## src/rtl/hazard_ctrl.sv

```systemverilog
// -----------------------------------------------------------------------------
// hazard_ctrl: hazard controller for the 5-stage MIPS pipeline.
//   Compares the ID-stage operands against the destinations in EX and MEM.
//   It stalls the front end by holding PC and IF/ID and inserting an ID/EX
//   bubble. It flushes IF/ID on a taken branch and registers the ALU operand
//   forwarding selects. It also keeps a saturating count of stalled cycles.
//
// Build option: define FORWARDING_EN to enable operand forwarding.
//   With FORWARDING_EN, only a load-use hazard stalls, for one cycle.
//   Without FORWARDING_EN, the selects stay at 00. The stall length then
//   depends on producer distance: 2 cycles for EX and 1 cycle for MEM.
// -----------------------------------------------------------------------------
module hazard_ctrl #(
    parameter int REG_ADDR_WIDTH = 5,
    parameter int CNT_WIDTH      = 16
) (
    input  logic                      i_clock,
    input  logic                      i_reset,
    input  logic [REG_ADDR_WIDTH-1:0] i_id_rs,
    input  logic [REG_ADDR_WIDTH-1:0] i_id_rt,
    input  logic                      i_id_use_rs,
    input  logic                      i_id_use_rt,
    input  logic [REG_ADDR_WIDTH-1:0] i_ex_rd,
    input  logic                      i_ex_regwrite,
    input  logic                      i_ex_memread,
    input  logic [REG_ADDR_WIDTH-1:0] i_mem_rd,
    input  logic                      i_mem_regwrite,
    input  logic                      i_branch_taken,
    output logic                      o_pc_write,
    output logic                      o_ifid_write,
    output logic                      o_idex_bubble,
    output logic                      o_ifid_flush,
    output logic [1:0]                o_fwd_a_sel,
    output logic [1:0]                o_fwd_b_sel,
    output logic [CNT_WIDTH-1:0]      o_stall_cycles
);

    typedef enum logic [1:0] {
        S_RUN   = 2'd0,
        S_STALL = 2'd1,
        S_FLUSH = 2'd2
    } state_t;

    localparam logic [1:0] SEL_REGFILE = 2'b00;
    localparam logic [1:0] SEL_EXMEM   = 2'b01;
    localparam logic [1:0] SEL_MEMWB   = 2'b10;

    state_t               r_state;
    state_t               w_next_state;
    logic [1:0]           r_cnt;
    logic [1:0]           w_next_cnt;
    logic [1:0]           w_n;
    logic                 w_stall;
    logic                 w_flush;
    logic [1:0]           r_fwd_a_sel;
    logic [1:0]           r_fwd_b_sel;
    logic [CNT_WIDTH-1:0] r_stall_cycles;

    // A reader matches a writer only for a real, non-zero destination.
    function automatic logic f_match(input logic                      use_x,
                                     input logic [REG_ADDR_WIDTH-1:0] x,
                                     input logic [REG_ADDR_WIDTH-1:0] rd,
                                     input logic                      we);
        return use_x & we & (rd != '0) & (rd == x);
    endfunction

    logic w_ex_match_a, w_ex_match_b, w_mem_match_a, w_mem_match_b;
    assign w_ex_match_a  = f_match(i_id_use_rs, i_id_rs, i_ex_rd,  i_ex_regwrite);
    assign w_ex_match_b  = f_match(i_id_use_rt, i_id_rt, i_ex_rd,  i_ex_regwrite);
    assign w_mem_match_a = f_match(i_id_use_rs, i_id_rs, i_mem_rd, i_mem_regwrite);
    assign w_mem_match_b = f_match(i_id_use_rt, i_id_rt, i_mem_rd, i_mem_regwrite);

`ifdef FORWARDING_EN
    // Only a load in EX cannot be forwarded in time. Stall one cycle.
    assign w_n = ((w_ex_match_a | w_ex_match_b) & i_ex_memread) ? 2'd1 : 2'd0;
`else
    // Without forwarding, wait until the producer reaches WB.
    // The register file is written in the first half of the WB cycle.
    logic w_unused_memread;
    assign w_unused_memread = i_ex_memread;
    assign w_n = (w_ex_match_a | w_ex_match_b)   ? 2'd2 :
                 (w_mem_match_a | w_mem_match_b) ? 2'd1 : 2'd0;
`endif

    // State register and remaining-stall counter.
    always_ff @(posedge i_clock or posedge i_reset) begin
        if (i_reset) begin
            r_state <= S_RUN;
            r_cnt   <= 2'd0;
        end else begin
            // NOTE: all clocked state uses non-blocking assignments, so every
            // register samples the values from before the edge.
            r_state <= w_next_state;
            r_cnt   <= w_next_cnt;
        end
    end

    // Next-state logic: start, count down or end a stall, and enter FLUSH.
    always_comb begin
        // NOTE: set defaults first so that no path leaves a signal unassigned.
        // An unassigned path would infer a latch.
        w_next_state = S_RUN;
        w_next_cnt   = 2'd0;
        case (r_state)
            S_RUN, S_FLUSH: begin
                if (w_n > 2'd1) begin
                    w_next_state = S_STALL;
                    w_next_cnt   = w_n - 2'd1;
                end else if (w_n == 2'd0 && r_state == S_RUN && i_branch_taken) begin
                    w_next_state = S_FLUSH;
                end
            end
            S_STALL: begin
                if (r_cnt != 2'd1) begin
                    w_next_state = S_STALL;
                    w_next_cnt   = r_cnt - 2'd1;
                end
            end
            default: begin
                w_next_state = S_RUN;
            end
        endcase
    end

    // Output logic. A stall takes priority over a branch. Reset releases the
    // pipeline enables at once.
    always_comb begin
        w_stall = 1'b0;
        w_flush = 1'b0;
        case (r_state)
            S_RUN:   begin
                w_stall = (w_n != 2'd0);
                w_flush = (w_n == 2'd0) & i_branch_taken;
            end
            S_FLUSH: w_stall = (w_n != 2'd0);
            S_STALL: w_stall = 1'b1;
            default: w_stall = 1'b0;
        endcase
        w_stall       = w_stall & ~i_reset;
        w_flush       = w_flush & ~i_reset;
        o_pc_write    = ~w_stall;
        o_ifid_write  = ~w_stall;
        o_idex_bubble = w_stall;
        o_ifid_flush  = w_flush;
    end

    // Forwarding selects. They load on every edge and are cleared for a bubble.
    always_ff @(posedge i_clock or posedge i_reset) begin
        if (i_reset) begin
            r_fwd_a_sel <= SEL_REGFILE;
            r_fwd_b_sel <= SEL_REGFILE;
        end else if (w_stall) begin
            r_fwd_a_sel <= SEL_REGFILE;
            r_fwd_b_sel <= SEL_REGFILE;
        end else begin
`ifdef FORWARDING_EN
            r_fwd_a_sel <= (w_ex_match_a & ~i_ex_memread) ? SEL_EXMEM :
                           w_mem_match_a                  ? SEL_MEMWB : SEL_REGFILE;
            r_fwd_b_sel <= (w_ex_match_b & ~i_ex_memread) ? SEL_EXMEM :
                           w_mem_match_b                  ? SEL_MEMWB : SEL_REGFILE;
`else
            r_fwd_a_sel <= SEL_REGFILE;
            r_fwd_b_sel <= SEL_REGFILE;
`endif
        end
    end

    // Debug counter. It counts stalled cycles and holds at all-ones.
    always_ff @(posedge i_clock or posedge i_reset) begin
        if (i_reset) begin
            r_stall_cycles <= '0;
        end else if (w_stall && !(&r_stall_cycles)) begin
            r_stall_cycles <= r_stall_cycles + CNT_WIDTH'(1);
        end
    end

    assign o_fwd_a_sel    = r_fwd_a_sel;
    assign o_fwd_b_sel    = r_fwd_b_sel;
    assign o_stall_cycles = r_stall_cycles;

endmodule

```

## config.mk

```make
export PLATFORM = sky130hd
export DESIGN_NAME = hazard_ctrl
export DESIGN_NICKNAME = d
export VERILOG_FILES = /design/src/rtl/hazard_ctrl.sv
export SDC_FILE = /design/constraint.sdc
export NUM_CORES = 1
export LEC_CHECK = 0
export BUFFER_PORTS_ARGS = -buffer_cell sky130_fd_sc_hd__clkbuf_2
export CORE_MARGIN = 2
export CORE_UTILIZATION = 40
export DETAILED_ROUTE_END_ITERATION = 10
export GPL_TIMING_DRIVEN = 0
export HOLD_SLACK_MARGIN = 0.12
export PLACE_DENSITY = 0.7
export SETUP_SLACK_MARGIN = 0.05
export SLEW_MARGIN = 20
export SYNTH_ARGS = -nofsm -noshare
export SYNTH_HDL_FRONTEND = slang
export SYNTH_SLANG_ARGS = --single-unit
```

## constraint.sdc

```tcl
create_clock -name i_clock -period 2.1 [get_ports i_clock]
set_input_delay 0.21 -clock i_clock [delete_from_list [all_inputs] [get_ports i_clock]]
set_output_delay 0.21 -clock i_clock [all_outputs]
set_load 0.01 [all_outputs]
```

==> results of run 1 <==
-- cells by family (layout without fill, tap and decap cells) --
kind of cell	after synthesis	in the layout	share of synthesized area
buffers and inverters	11	70	0.0507
adder cells (fa/ha/maj)	2	2	0.0188
XOR/XNOR	35	35	0.230
AO/OA/AOI/OAI	11	11	0.0788
other	1	4	0.00281
AND/OR/NAND/NOR	55	55	0.233
flip-flops	20	20	0.375
multiplexers	1	1	0.0113
-- cells in the mapped netlist (all sizes together) (2+ instances only) --
cell type   n  area [sq um]
and2        2          12.5
and3        3          18.8
and3b       2          18.8
buf         6          48.8
dfrtp      20           500
ha          2          25.0
inv         4          15.0
nand2      13          48.8
nand3       5          25.0
nand4       8          50.1
nor2        3          13.8
nor3        8          45.0
nor4        4          25.0
o21a        2          15.0
o21ai       2          10.0
o22ai       3          18.8
or4         2          15.0
xnor2      21           184
xor2       14           123
-- final timing paths --
| path | end | slack (ns) | cells past startpoint |
|---|---|---|---|
| max in group asynchronous | o_stall_cycles[3] | 0.84 | 3 |
| hold reg to reg | r_cnt[0] | 0.46 | 1 |
| min in group asynchronous | o_stall_cycles[6] | 0.68 | 3 |
| hold / removal | r_state[1] | 0.17 | 2 |
| setup / recovery | o_ifid_flush | 0.02 | 7 |
| setup reg to reg | o_stall_cycles[1] | 0.21 | 7 |
-- sequential cells by signal, summed over array words and instances (netlist names) --
name / count
o_stall_cycles: 16
r_cnt: 2
r_state: 2
-- critical path: stages --
cell      delay, ns
buf_8          0.10
or4_4          0.52
o21a_1         0.22
a221oi_4       0.35
and3b_2        0.24
and2_4         0.14
buf_6          0.09
-- stage by stage --
step / setup WS (ns) / hold WS [ns]
floorplan: 0.0504 / 0.187
global placement: -0.302 / 0.381
detailed placement: -0.290 / 0.396
CTS: -0.0370 / 0.176
global route: -0.0320 / 0.172
finish: 0.0247 / 0.175
-- power by group through the flow --
| stage | sequential, uW | clock (uW) | combinational, uW |
|---|---|---|---|
| floorplan | 472 | 0 | 147 |
| global placement | 464 | 0 | 250 |
| detailed placement | 467 | 0 | 257 |
| CTS | 445 | 233 | 327 |
| global route | 452 | 252 | 377 |
| finish | 444 | 227 | 339 |
-- layout make-up --
cell class | count | area share
timing repair buffer | 56 | 0.204
sequential | 20 | 0.273
multi-input combinational | 108 | 0.436
buffer | 6 | 0.0287
tap | 44 | 0.0300
clock buffer | 4 | 0.0198
inverter | 4 | 0.00819
-- routing by layer --
| layer | track usage | routed length [um] | vias up |
|---|---|---|---|
| li1 | - | - | 592 |
| met1 | 0.224 | 1310 | 589 |
| met2 | 0.340 | 1750 | 28 |
| met3 | 0.0269 | 120 | 7 |
| met4 | 0.0790 | 71 | 0 |
| met5 | 0 | 0 | - |
-- what timing repair did --
action	in CTS	in global routing
hold endpoints to repair	20	0
hold buffers	1	0
buffers inserted	7	2
pin swaps	5	8
setup endpoints to repair	14	5
gates resized for setup	8	17
==> impl_summary.log, run 1 <==
INFO  metric synth_top_flop_cell = dfrtp_1
INFO  metric routabilityCongestion = 0.852
INFO  metric root_buffer = clkbuf_4
INFO  metric final-setup-viol-count = 0
INFO  metric tritoncts = built
INFO  metric placed_area = 1630 sq um
INFO  metric cap_viol_max_count = 0
INFO  metric final_nets = 229
INFO  metric detail_route.wl_per_cell = 13.4 um
INFO  metric layoutNonFillerInstCount = 242
INFO  metric drive_above_1_share = 0.394
INFO  metric detail-route-antenna-nets = 0
INFO  metric min_period_over_period = 0.988
INFO  metric dr.pass1.iters = 4
INFO  metric tightestPinTransition = 0.930 ns
INFO  metric power.static_leakage = 0.000915 uW
INFO  metric numPortBuffers = 46
INFO  metric final.fill_count = 314
INFO  metric grt_overflow_total = 0
INFO  metric die_w = 61.7 um
INFO  metric grt_pass1_vias = 1199
INFO  metric grt_pass1_wl = 5.27 mm
INFO  metric holdCritStartpoint = i_branch_taken
INFO  metric outcome = complete, no violations
INFO  metric ys_types = 35
INFO  metric pwr-share-seq = 0.439
INFO  metric power_frac_comb = 0.336
INFO  metric worstSetupPathType = in2out
INFO  metric worstPathArrival = 1.87 ns
INFO  metric insertion_delay = 0.31 ns
INFO  metric drc = 0
INFO  metric post_route_utilization = 0.591
INFO  metric synthCells = 136
INFO  metric p_switching = 307 uW
INFO  metric areaGrowthSynthToFinish = 37.4%
INFO  metric yosysWarnings = 0
INFO  metric relative_slew_margins = 0.378
INFO  metric layout_commonest_cell = clkbuf_2
INFO  metric layout.cell_area.non_filler = 1830 sq um
INFO  metric ctsLongestPathBuffers = 2
INFO  metric antenna_found_initial = 0
INFO  metric grt_max_degree = 21
INFO  metric critPathCaptureType = primary output
INFO  metric cts_max_level = 1
INFO  metric powerDensity = 552 nW/um^2
INFO  metric multi_input_area = 800 sq um
INFO  metric insertedDiodeCount = 0
INFO  metric die_y = 61.7 um
INFO  metric post-dp-hpwl = 2.43 mm
INFO  metric num_io_pins = 52
INFO  metric yosys_register_bits = 20
INFO  metric sequential_cell_area_fraction_in_the_yosys_report = 0.375
INFO  metric worst_setup_path_start_kind = input pin
INFO  metric place_inst = 229
INFO  metric placeableCoreArea = 3100 sq um
INFO  metric clkSlewWorstSetupHoldPaths = 0.11 ns
INFO  metric initial_cell_density_of_the_core = 0.430
INFO  metric async_sr_flop_fraction = 1.00
INFO  metric die_area = 3810 sq um
INFO  metric fin_setup_tns = 0 ns
INFO  metric clock_skew = 0.00858 ns
INFO  metric drt-vias-per-instance = 5.02
INFO  metric placement_rows = 20
INFO  metric cp_data_required_time = 1.89 ns
INFO  metric initialDrtViolationCount = 24
INFO  metric critical_path.startpoint = i_ex_rd[1]
INFO  metric rsz0062_at_grt = yes
INFO  metric final_critical_path_required_period = 2.08 ns
INFO  metric wl = 3.25 mm
INFO  metric achievable-frequency = 482 MHz
INFO  metric hold_viol_final = 0
INFO  metric area.sequential = 500 sq um
INFO  metric crit-reg2reg-launch = o_stall_cycles[0]
INFO  metric number_of_enable_flip_flop_cells_after_synthesis = 0
INFO  metric power.clock.fraction = 0.225
INFO  metric numClockSinks = 20
INFO  metric drv_slew = 0
INFO  metric netlist_area = 1330 sq um
INFO  metric finalPower = 1010 uW
INFO  metric ir_drop = 0.556 mV
INFO  metric share_of_total_power_consumed_by_net_switching = 0.304
INFO  metric critPathMaxFanout = 4
INFO  metric grt.total_usage = 0.189
INFO  metric via_count = 1216
INFO  metric syn-mean-instance-area = 9.81 sq um
INFO  metric holdCritPathClass = in2reg
INFO  metric intPower = 704 uW
INFO  metric mostFrequentLayoutCells = clkbuf_2 (37), xnor2_1 (21), dfrtp_1 (20)
INFO  metric cts_inserted_buffers = 3
Power figures use the tool's default switching activity.
==> run 2, diff against run 1 <==
==> constraint.sdc (replaced) <==
create_clock -name i_clock -period 2.1 [get_ports i_clock]
set_input_delay 0.105 -clock i_clock [delete_from_list [all_inputs] [get_ports i_clock]]
set_output_delay 0.105 -clock i_clock [all_outputs]
set_load 0.01 [all_outputs]
==> run 2 against run 1 <==
  * Clock power about the same
  * Hold slack better by 0.023 ns
  * Register-to-register slack worse by 0.07 ns
  * First-iteration DRC count up 21%
  * Flip-flop and latch count did not move
  * Count of clock-buffer cells in the layout is the same
  * Cell area is 4.4% lower
  * Combinational power decreased by 5.9%
  * Global-route usage down 0.39 points
  * Setup slack improved by 0.12 ns
  * Cell count is 0.41% lower
==> impl_summary.log, run 2 (same netlist as run 1, synthesis figures left out) <==
INFO  metric critPathMaxFanout = 9 (was 4)
INFO  metric post-dp-hpwl = 2.43 mm (unchanged)
INFO  metric critical_path.reg2reg.endpoint = o_stall_cycles[1] (unchanged)
INFO  metric cts_max_level = 1 (unchanged)
INFO  metric power.clock.fraction = 0.228 (was 0.225)
INFO  metric final_critical_path_required_period = 1.96 ns (was 2.08 ns)
INFO  metric detail-route-antenna-nets = 0 (unchanged)
INFO  metric antenna_found_initial = 0 (unchanged)
INFO  metric hold_viol_final = 0 (unchanged)
INFO  metric finalPower = 989 uW (was 1010 uW)
INFO  metric insertedDiodeCount = 0 (unchanged)
INFO  metric worstPathArrival = 2.16 ns (was 1.87 ns)
INFO  metric achievable-frequency = 510 MHz (was 482 MHz)
INFO  metric routabilityCongestion = 0.852 (unchanged)
INFO  metric initial_cell_density_of_the_core = 0.430 (unchanged)
INFO  metric largest_reg_flops = 16 (unchanged)
INFO  metric worst_setup_ep = o_stall_cycles[1] (was o_ifid_flush)
INFO  metric via_count = 1173 (was 1216)
INFO  metric crit-reg2reg-launch = o_stall_cycles[0] (unchanged)
INFO  metric cp_data_required_time = 2.30 ns (was 1.89 ns)
INFO  metric tightestPinTransition = 0.914 ns (was 0.930 ns)
INFO  metric grt_max_degree = 21 (unchanged)
INFO  metric drive_above_1_share = 0.360 (was 0.394)
INFO  metric num_io_pins = 52 (unchanged)
INFO  metric worstSetupPathType = reg2reg (was in2out)
INFO  metric detail_route.wl_per_cell = 12.8 um (was 13.4 um)
INFO  metric critPathCaptureType = flop (was primary output)
INFO  metric relative_slew_margins = 0.388 (was 0.378)
INFO  metric insertion_delay = 0.31 ns (about the same)
INFO  metric final-setup-viol-count = 0 (unchanged)
INFO  metric initialDrtViolationCount = 29 (was 24)
INFO  metric share_of_total_power_consumed_by_net_switching = 0.305 (was 0.304)
INFO  metric clock_skew = 0.00824 ns (was 0.00858 ns)
INFO  metric ctsLongestPathBuffers = 2 (unchanged)
INFO  metric die_area = 3810 sq um (unchanged)
INFO  metric areaGrowthSynthToFinish = 31.4% (was 37.4%)
INFO  metric rsz0062_at_grt = yes (unchanged)
INFO  metric ir_drop = 0.553 mV (was 0.556 mV)
INFO  metric layout_commonest_cell = clkbuf_2 (unchanged)
INFO  metric p_switching = 301 uW (was 307 uW)
INFO  metric drv_slew = 0 (unchanged)
INFO  metric critical_path.startpoint = o_stall_cycles[0] (was i_ex_rd[1])
INFO  metric pwr-share-seq = 0.449 (was 0.439)
INFO  metric worst_setup_path_start_kind = flop (was input pin)
INFO  metric die_w = 61.7 um (unchanged)
INFO  metric intPower = 688 uW (was 704 uW)
INFO  metric setup.reg_to_reg.worst_slack = 0.14 ns (was 0.21 ns)
INFO  metric drt-vias-per-instance = 4.87 (was 5.02)
INFO  metric mostFrequentLayoutCells = clkbuf_2 (46), xnor2_1 (21), dfrtp_1 (20) (was clkbuf_2 (37), xnor2_1 (21), dfrtp_1 (20))
INFO  metric numPortBuffers = 46 (unchanged)
INFO  metric reg2reg_depth = 7 (unchanged)
INFO  metric power_frac_comb = 0.323 (was 0.336)
INFO  metric root_buffer = clkbuf_4 (unchanged)
INFO  metric grt.total_usage = 0.185 (was 0.189)
INFO  metric grt_overflow_total = 0 (unchanged)
INFO  metric final_nets = 228 (was 229)
INFO  metric clkSlewWorstSetupHoldPaths = 0.11 ns (about the same)
INFO  metric wl = 3.07 mm (was 3.25 mm)
INFO  metric power.static_leakage = 0.000880 uW (was 0.000915 uW)
INFO  metric powerDensity = 564 nW/um^2 (was 552 nW/um^2)
INFO  metric drc = 0 (unchanged)
INFO  metric tritoncts = built (unchanged)
INFO  metric die_y = 61.7 um (unchanged)
INFO  metric outcome = complete, no violations (unchanged)
INFO  metric cts_inserted_buffers = 3 (unchanged)
INFO  metric grt_pass1_vias = 1184 (was 1199)
INFO  metric holdCritPathClass = in2reg (unchanged)
INFO  metric placeableCoreArea = 3100 sq um (unchanged)
INFO  metric dr.pass1.iters = 4 (unchanged)
INFO  metric grt_pass1_wl = 5.15 mm (was 5.27 mm)
INFO  metric cap_viol_max_count = 0 (unchanged)
INFO  metric post_route_utilization = 0.565 (was 0.591)
INFO  metric placement_rows = 20 (unchanged)
INFO  metric numClockSinks = 20 (unchanged)
INFO  metric min_period_over_period = 0.933 (was 0.988)
==> run 2: cell types whose count changed in the layout (fill, tap and decap cells not counted), sizes merged <==
cell / before / now
clkbuf: 42 / 50
buf: 23 / 13
dlygate4sd3: 1 / 2
==> run 2: layer usage <==
layer / wire, um / vias to the layer above / global-route usage
met5: 0 / - / 0
met4: 51 / 0 / 0.0790
met2: 1630 / 28 / 0.331
li1: - / 590 / -
met1: 1260 / 550 / 0.220
met3: 128 / 5 / 0.0269
==> run 2: layout make-up <==
type | instances | area, sq um
fill | 321 | 1350
timing repair buffer | 55 | 315
clock buffer | 4 | 36.3
sequential | 20 | 500
inverter | 4 | 15.0
tap | 44 | 55.1
multi-input combinational | 108 | 782
buffer | 6 | 48.8
==> run 2: worst min-delay path by stage <==
stage | from | to | slack, ns | cells after the start
floorplan | i_reset | o_stall_cycles[0] | 0.08 | 1
global placement | i_reset | r_state[1] | 0.28 | 2
detailed placement | i_reset | o_stall_cycles[9] | 0.29 | 2
CTS | i_ex_regwrite | r_cnt[0] | 0.19 | 4
global route | i_ex_regwrite | r_cnt[0] | 0.19 | 4
finish | i_ex_regwrite | r_state[0] | 0.20 | 4
==> run 2: timing repair <==
action	4_1_cts	5_1_grt
hold buffers	2	0
hold endpoints to repair	21	0
pin swaps	2	1
endpoints found under the setup margin	14	12
gates resized for setup	0	1
setup buffers	5	2
==> run 2: power groups by stage <==
stage	sequential, uW	combinational [uW]	clock, uW
after detailed placement	467	257	0
after global placement	464	250	0
after floorplan	472	147	0
final	444	319	226
after CTS	445	316	233
after global routing	452	356	252
==> run 2: worst max-delay path, stage by stage, from the launching register on <==
cell,delay (ns)
dfrtp_1,0.37
ha_1,0.18
nand2_1,0.12
or3_4,0.40
o31ai_4,0.30
buf_12,0.16
nor2_2,0.05
mux2_4,0.29
==> run 2: metrics by stage <==
step | instance area (sq um) | hold slack (ns) | cells | setup TNS [ns] | setup WS, ns
6_report | 1750 | 0.198 | 241 | 0 | 0.141
5_1_grt | 1750 | 0.190 | 241 | 0 | 0.0340
4_1_cts | 1740 | 0.192 | 240 | 0 | 0.0145
3_5_place_dp | 1630 | 0.291 | 229 | -0.193 | -0.0930
3_3_place_gp | 1630 | 0.276 | 229 | -0.175 | -0.0921
2_1_floorplan | 1350 | 0.0823 | 139 | 0 | 0.106
